==> src/rtl/procedural_pipe.sv <==
// procedural_pipe: three-stage pipelined (a+b)*MULT / shift-mix / select datapath with overflow flag.
// Latency: 3 cycles from input handshake to out_valid when out_ready is held high; 1 beat/cycle sustained.
// Backpressure: valid/ready on both sides; in_ready is combinational from out_ready, pipe holds 3 beats.
//
// Ports:
//   clk, rst            rising-edge clock, synchronous active-high reset
//   in_valid/in_ready   operand handshake for a, b, sel
//   out_valid/out_ready result handshake for res1, res2, ovf
//   txn_count           completed output handshakes, wrapping at 2^CNT_W
module procedural_pipe #(
  parameter int WIDTH   = 16,
  parameter int MULT    = 10,
  parameter int SHIFT_A = 2,
  parameter int SHIFT_B = 3,
  parameter int CNT_W   = 8
) (
  input  logic             clk,
  input  logic             rst,
  input  logic             in_valid,
  output logic             in_ready,
  input  logic [WIDTH-1:0] a,
  input  logic [WIDTH-1:0] b,
  input  logic             sel,
  output logic             out_valid,
  input  logic             out_ready,
  output logic [WIDTH-1:0] res1,
  output logic [WIDTH-1:0] res2,
  output logic             ovf,
  output logic [CNT_W-1:0] txn_count
);

  // Full-precision product width: (WIDTH+1)-bit sum times a WIDTH-bit constant.
  localparam int PW = 2 * WIDTH + 1;

  logic v1, v2, v3;
  logic load1, load2, load3;

  // A stage loads when it is empty or its contents move on this cycle,
  // so bubbles collapse and a full pipe still streams at one beat per cycle.
  assign load3     = !v3 || out_ready;
  assign load2     = !v2 || load3;
  assign load1     = !v1 || load2;
  assign in_ready  = load1;
  assign out_valid = v3;

  // ---------------- S1: sum, multiply, overflow detect ----------------
  logic [WIDTH:0]   sum;
  logic [PW-1:0]    prod;
  logic [WIDTH-1:0] s1_t1, s1_a, s1_b;
  logic             s1_sel, s1_ovf;

  assign sum  = {1'b0, a} + {1'b0, b};
  assign prod = PW'(sum) * PW'(MULT);

  always_ff @(posedge clk) begin
    if (rst) begin
      v1     <= 1'b0;
      s1_t1  <= '0;
      s1_a   <= '0;
      s1_b   <= '0;
      s1_sel <= 1'b0;
      s1_ovf <= 1'b0;
    end else if (load1) begin
      v1 <= in_valid;
      // Data only captured for real beats so an idle input never disturbs held values.
      if (in_valid) begin
        s1_t1  <= prod[WIDTH-1:0];
        s1_ovf <= |prod[PW-1:WIDTH];
        s1_a   <= a;
        s1_b   <= b;
        s1_sel <= sel;
      end
    end
  end

  // ---------------- S2: shift-mix ----------------
  logic [WIDTH-1:0] s1_shr, s1_shl, t2_next;
  logic [WIDTH-1:0] s2_t1, s2_t2, s2_a, s2_b;
  logic             s2_sel, s2_ovf;

  assign s1_shr  = s1_a >> SHIFT_A;
  assign s1_shl  = s1_b << SHIFT_B;   // bits shifted past WIDTH are dropped
  assign t2_next = s1_sel ? (s1_t1 ^ s1_shr) : (s1_t1 | s1_shl);

  always_ff @(posedge clk) begin
    if (rst) begin
      v2     <= 1'b0;
      s2_t1  <= '0;
      s2_t2  <= '0;
      s2_a   <= '0;
      s2_b   <= '0;
      s2_sel <= 1'b0;
      s2_ovf <= 1'b0;
    end else if (load2) begin
      v2 <= v1;
      if (v1) begin
        s2_t1  <= s1_t1;
        s2_t2  <= t2_next;
        s2_a   <= s1_a;
        s2_b   <= s1_b;
        s2_sel <= s1_sel;
        s2_ovf <= s1_ovf;
      end
    end
  end

  // ---------------- S3: result select, output registers ----------------
  logic [WIDTH-1:0] res1_next, res2_next;

  assign res1_next = s2_sel ? (s2_t2 & s2_b) : (s2_t2 + s2_a);
  assign res2_next = s2_t1 - s2_t2;

  always_ff @(posedge clk) begin
    if (rst) begin
      v3   <= 1'b0;
      res1 <= '0;
      res2 <= '0;
      ovf  <= 1'b0;
    end else if (load3) begin
      v3 <= v2;
      if (v2) begin
        res1 <= res1_next;
        res2 <= res2_next;
        ovf  <= s2_ovf;
      end
    end
  end

  // ---------------- completed-transaction counter ----------------
  always_ff @(posedge clk) begin
    if (rst) begin
      txn_count <= '0;
    end else if (v3 && out_ready) begin
      txn_count <= txn_count + CNT_W'(1);
    end
  end

endmodule

==> config.mk <==
export PLATFORM = sky130hd
export DESIGN_NAME = procedural_pipe
export DESIGN_NICKNAME = d
export VERILOG_FILES = /design/src/rtl/procedural_pipe.sv
export SDC_FILE = /design/constraint.sdc
export NUM_CORES = 1
export LEC_CHECK = 0
export CORE_ASPECT_RATIO = 0.7
export CORE_MARGIN = 10
export CORE_UTILIZATION = 63
export DETAILED_ROUTE_END_ITERATION = 10
export GPL_TIMING_DRIVEN = 0
export PLACE_DENSITY = 0.86
export RECOVER_POWER = 100
export SLEW_MARGIN = 20
export SYNTH_ARGS = -nofsm -noshare
export SYNTH_HDL_FRONTEND = slang
export SYNTH_SLANG_ARGS = --single-unit
==> constraint.sdc <==
create_clock -name clk -period 7.9 [get_ports clk]
set_input_delay 0.79 -clock clk [delete_from_list [all_inputs] [get_ports clk]]
set_output_delay 0.79 -clock clk [all_outputs]
set_load 0.005 [all_outputs]
# [Yosys cells after proc, flatten, opt, wreduce, memory -nomap -nowiden]
# Index checks and enable logic that the tools add are counted.
[word_totals] regBits=158 out_inout_bits=43 wordCells=39
[classes] n_reduce_logical=11 n_mux=2 n_addsub=4 bitwise_logic=3 multipliers=1
[op_table] operator="$mux 16" n=2
[op_table] operator="$mul 17x3->20 const B" n=1
[op_table] operator="$add 16x16->17" n=1
[op_table] operator="$add 16x16->16" n=1
[op_table] operator="$and 16x16->16" n=1
[op_table] operator="$or 16x16->16" n=1
[op_table] operator="$sub 16x16->16" n=1
[op_table] operator="$xor 16x14->16" n=1
[op_table] operator="$add 8x1->8 const B" n=1
[op_table] operator="$reduce_and 2->1" n=3
[op_table] operator="$reduce_or 5->1" n=1
[op_table] operator="$logic_not 1->1" n=3
[op_table] operator="$logic_or 1x1->1" n=3
[op_table] operator="$logic_and 1x1->1" n=1

# [Logic depth before layout (Yosys ltp)]
[logic_depth] depth_word=5 mapped_depth=17

# [Worst setup path after synthesis]
# OpenSTA, ideal clock, no wires.
[synth_timing] path_kind="input -> register" start="in a[0]" end="reg s1_ovf" arrival_time_ns=4.003 setup_time_ns=0.120 required_ns=7.780 cell_stages=16 slack_ns=3.777 cell_sequence="ha_1 -> fa_1 -> a211oi_1 -> o21ai_1 -> a31o_2 -> a21oi_1 -> xnor2_1 -> ha_1 -> ha_1 -> o21a_1 -> o21ai_0 -> nand2_1 -> nand3_1 -> mux2i_1 -> o211ai_1 -> o31a_1"
[synth_via] elab_chain_cells=3
[synth_rtl] element="start: declaration" line_no="21" rtl="input logic [WIDTH-1:0] a,"
[synth_rtl] element="$add 16x16->17" line_no="52" rtl="assign sum = {1'b0, a} + {1'b0, b};"
[synth_rtl] element="$mul 17x3->20" line_no="53" rtl="assign prod = PW'(sum) * PW'(MULT);"
[synth_rtl] element="$reduce_or 5->1" line_no="68" rtl="s1_ovf <= |prod[PW-1:WIDTH];"
[synth_rtl] element="end signal: assignment" line_no="68"
[synth_rtl] element="end: declaration" line_no="50" rtl="logic s1_sel, s1_ovf;"
# Every way passes these cells.
# A chain may end at the register's enable or synchronous reset.

# [Worst setup path in the final report]
# Same ends and word-level chain as after synthesis.

==> flow_summary.yaml <==
logic_synthesis:
  synth.top_cells.by_area: "dfxtp_1 36%, nand2_1 11%, ha_1 10%, a21oi_1 8.9%, xnor2_1 3.8%"
  syn-num-nets: 1241
  synth_area_per_cell_um2: 7.90
  synth_warnings: 0
  yosysTopAreaCell: "dfxtp_1"
  synth_cell_type_count: 67
  synth_top_cell_area_share: 0.355
  synth-main-ff-cell: "dfxtp_1"
  postSynth.asyncResetShare: 0
  syn_area_mm2: 0.00890
  ys_seq_elements: 158
  synth_edf_count: 0
  syn_inst: 1126
  yosysSeqAreaShare: 0.355
status:
  status: "finished clean"
drt:
  vias_per_cell: 6.31
  drt_pre_antenna_iters: 6
  antenna_left: 0
  drt-total-wl_um: 28600
  first_iter_violations: 1078
  vias: 9000
  drc: 0
  wl_per_cell_um: 20.1
cts:
  root_buffer: "clkbuf_16"
  ctsLongestPathBuffers: 2
  numCtsBuffers: 17
  cts_tree: "done"
  numClockSinks: 158
  postCtsHoldBufs: 0
  path_clk_slew_ps: 70
  cts_setup_buffers: 0
  post_cts_resize_count: 0
  htree_levels: 4
  insertion_delay_ps: 440
min_path:
  min-delay-start: "res2[15]"
  hold_path_class: "reg -> reg"
  hold_end: "res2[15]"
  min_path_cells: 2
layout:
  multi_input_area_mm2: 0.00536
  n_fill_cell: 1058
  antennaDiodeCount: 0
  syn2layout_area_growth_pct: 17.9
  seqCellArea_mm2: 0.00316
  final_cells: 1427
  final_layout_size_suffix_gt1_frac: 0.0420
  final_nets: 1339
global_routing:
  grt_pass1_vias: 8540
  grt_overflow_total: 0
  grt_pass1_wl_um: 45000
  antenna_found_initial: 0
  grt_usage: 0.291
  grt_max_degree: 18
timing:
  final_hold_viol_count: 0
  fin_hold_ws_ps: 455
  fin_crit_ps: 5070
  worst_pin_slew_ps: 801
  clock_skew_ps: 12.9
  timing.setup.tns_ps: 0
  fmax_mhz: 197
  grt_setup_unrepaired: "false"
  post-route-period-util: 0.642
  slew_viol_final: 0
  fin_ws_ps: 2830
  slew_headroom: 0.459
  finalSetupViolCount: 0
worst_setup_path:
  crit_path_end_kind: "flop"
  r2r-start: "s2_t2[2]"
  cp_common_cell: "ha_1"
  required_ps: 8230
  r2r_slack_ps: 5010
  cp_cell_sequence: "dlygate4sd3_1, ha_1, fa_1, a211oi_1, o21ai_0, a31o_2, a21oi_1, xnor2_1, ha_1, ha_1, o21a_1, o21ai_0, nand2_1, nand3_1, mux2i_1, o211ai_1, o31a_1"
  reg2reg_depth: 9
  timing.critical_path.max_delay_family: "compound AO/OA/AOI/OAI gates"
  r2r-end: "res2[10]"
  crit_fanout: 3
  slowest_delay_ps: 610
  crit_slowest_cell: "dlygate4sd3_1"
  arrival_ps: 5400
  crit_type: "in -> reg"
  critPathBufInv: 1
  cp-start-kind: "input port"
place:
  dpl.hpwl_um: 22300
  dp_slack_ps: 2700
  place_congestion: 1.00
  place_inst: 1395
  port_buffers: 79
floorplanning:
  dieArea_mm2: 0.0194
  dieHeight_um: 119
  boundaryPins: 80
  core_mm2: 0.0139
  rows: 36
  die_x_um: 162
  start_util: 0.641
power_and_ir_drop:
  peakVddDrop_mv: 0.178
  p_leak_nw: 4.11
  powerDensity_mw_per_mm2: 239
job:
  cap_violations: 0
==> worst max path at each step <==
| stage | slack (ps) | depth (start not counted) | endpoint | startpoint |
|---|---|---|---|---|
| after floorplan | 3780 | 16 | s1_ovf | a[0] |
| after global placement | 2750 | 17 | s1_ovf | a[0] |
| after detailed placement | 2700 | 17 | s1_ovf | a[0] |
| after CTS | 3120 | 17 | s1_ovf | a[0] |
| after global routing | 2590 | 17 | s1_ovf | a[0] |
| final | 2830 | 17 | s1_ovf | a[0] |
==> logic make-up (layout without fill, tap and decap cells) <==
group,after synthesis,count (layout),synth area share
and+or+nand+nor,421,421,0.205
xor gates and xnor gates,56,56,0.0551
buffers and inverters,93,204,0.0398
AOI/OAI and AO/OA,315,315,0.226
muxes,5,5,0.00562
DFF,158,158,0.355
adders and majority gates,78,78,0.113
==> report_power, final <==
| part | leakage (nW) | switching [W] | internal (W) |
|---|---|---|---|
| registers | 1.29 | 0.0000803 | 0.000854 |
| logic | 2.53 | 0.000429 | 0.000317 |
| clock network | 0.290 | 0.000381 | 0.000451 |
| total | 4.11 | 0.000889 | 0.00162 |
==> sequential cells by signal, summed over array words and instances, names as in the netlist, 8 cells and up <==
register / flops
txn_count: 8
s1_b: 16
res2: 16
s2_b: 16
s1_a: 16
s2_t1: 15
s2_t2: 16
res1: 16
s2_a: 16
s1_t1: 15
==> placed cells by master, fill, tap and decap left out, drive strengths merged, types with 17 or more instances in the layout <==
master / instances
nand2: 257
a21oi: 159
dfxtp: 158
ha: 74
clkbuf: 73
nor2: 62
inv: 47
dlygate4sd3: 46
xnor2: 39
o21ai: 36
clkdlybuf4s50: 33
nand3: 24
a211oi: 21
a21o: 18
nor3: 17
xor2: 17
==> stage by stage <==
step                      area [µm²]  total power (W)  utilization
after floorplan                 8900          0.00146            -
after global placement          9930          0.00165        0.716
after detailed placement        9930          0.00167        0.716
after CTS                      10500          0.00249        0.758
after global routing           10500          0.00262        0.756
final                          10500          0.00251        0.756
==> final cells by class <==
type | count | share of cell area
clock buffer | 17 | 0.0406
multi-input combinational | 875 | 0.511
clock inverter | 15 | 0.0153
buffer | 58 | 0.0209
sequential | 158 | 0.302
timing repair buffer | 79 | 0.0754
inverter | 35 | 0.0125
tap | 190 | 0.0227
==> Yosys cell counts (all sizes together), types with 2 or more instances <==
| cell type | instances |
|---|---|
| and2 | 4 |
| xnor2 | 39 |
| clkbuf | 44 |
| nor4b | 2 |
| ha | 74 |
| a21o | 18 |
| dfxtp | 158 |
| nand2 | 257 |
| nor2 | 62 |
| o311ai | 12 |
| a211oi | 21 |
| a21oi | 159 |
| nor3b | 2 |
| inv | 35 |
| nor4 | 7 |
| fa | 4 |
| o21ai | 36 |
| or2 | 2 |
| o21a | 11 |
| a311oi | 11 |
| o31ai | 4 |
| nand3b | 6 |
| o41ai | 2 |
| nand3 | 24 |
| or3b | 2 |
| and3 | 4 |
| a31oi | 11 |
| nor2b | 12 |
| o211ai | 7 |
| or3 | 4 |
| buf | 14 |
| o21bai | 7 |
| mux2i | 5 |
| a221oi | 2 |
| a211o | 2 |
| nand2b | 5 |
| o31a | 2 |
| xor2 | 17 |
| or4 | 3 |
| nor3 | 17 |
| nand4 | 5 |
==> routing by layer <==
| metal | routed length [µm] | track usage |
|---|---|---|
| met1 | 11800 | 0.401 |
| met5 | 0 | 0 |
| met2 | 12100 | 0.436 |
| met3 | 3970 | 0.0805 |
| met4 | 763 | 0.0805 |
==> worst register-to-register path: stages (launching register included) <==
cell and delay, ps:
dfxtp_1 420, inv_1 100, ha_1 340, nor2b_1 150
o21a_1 170, o21ai_0 320, a31oi_2 180, o41ai_1 680
xor2_1 160, a211oi_1 270
No activity file was read; power rests on OpenSTA's default activity.
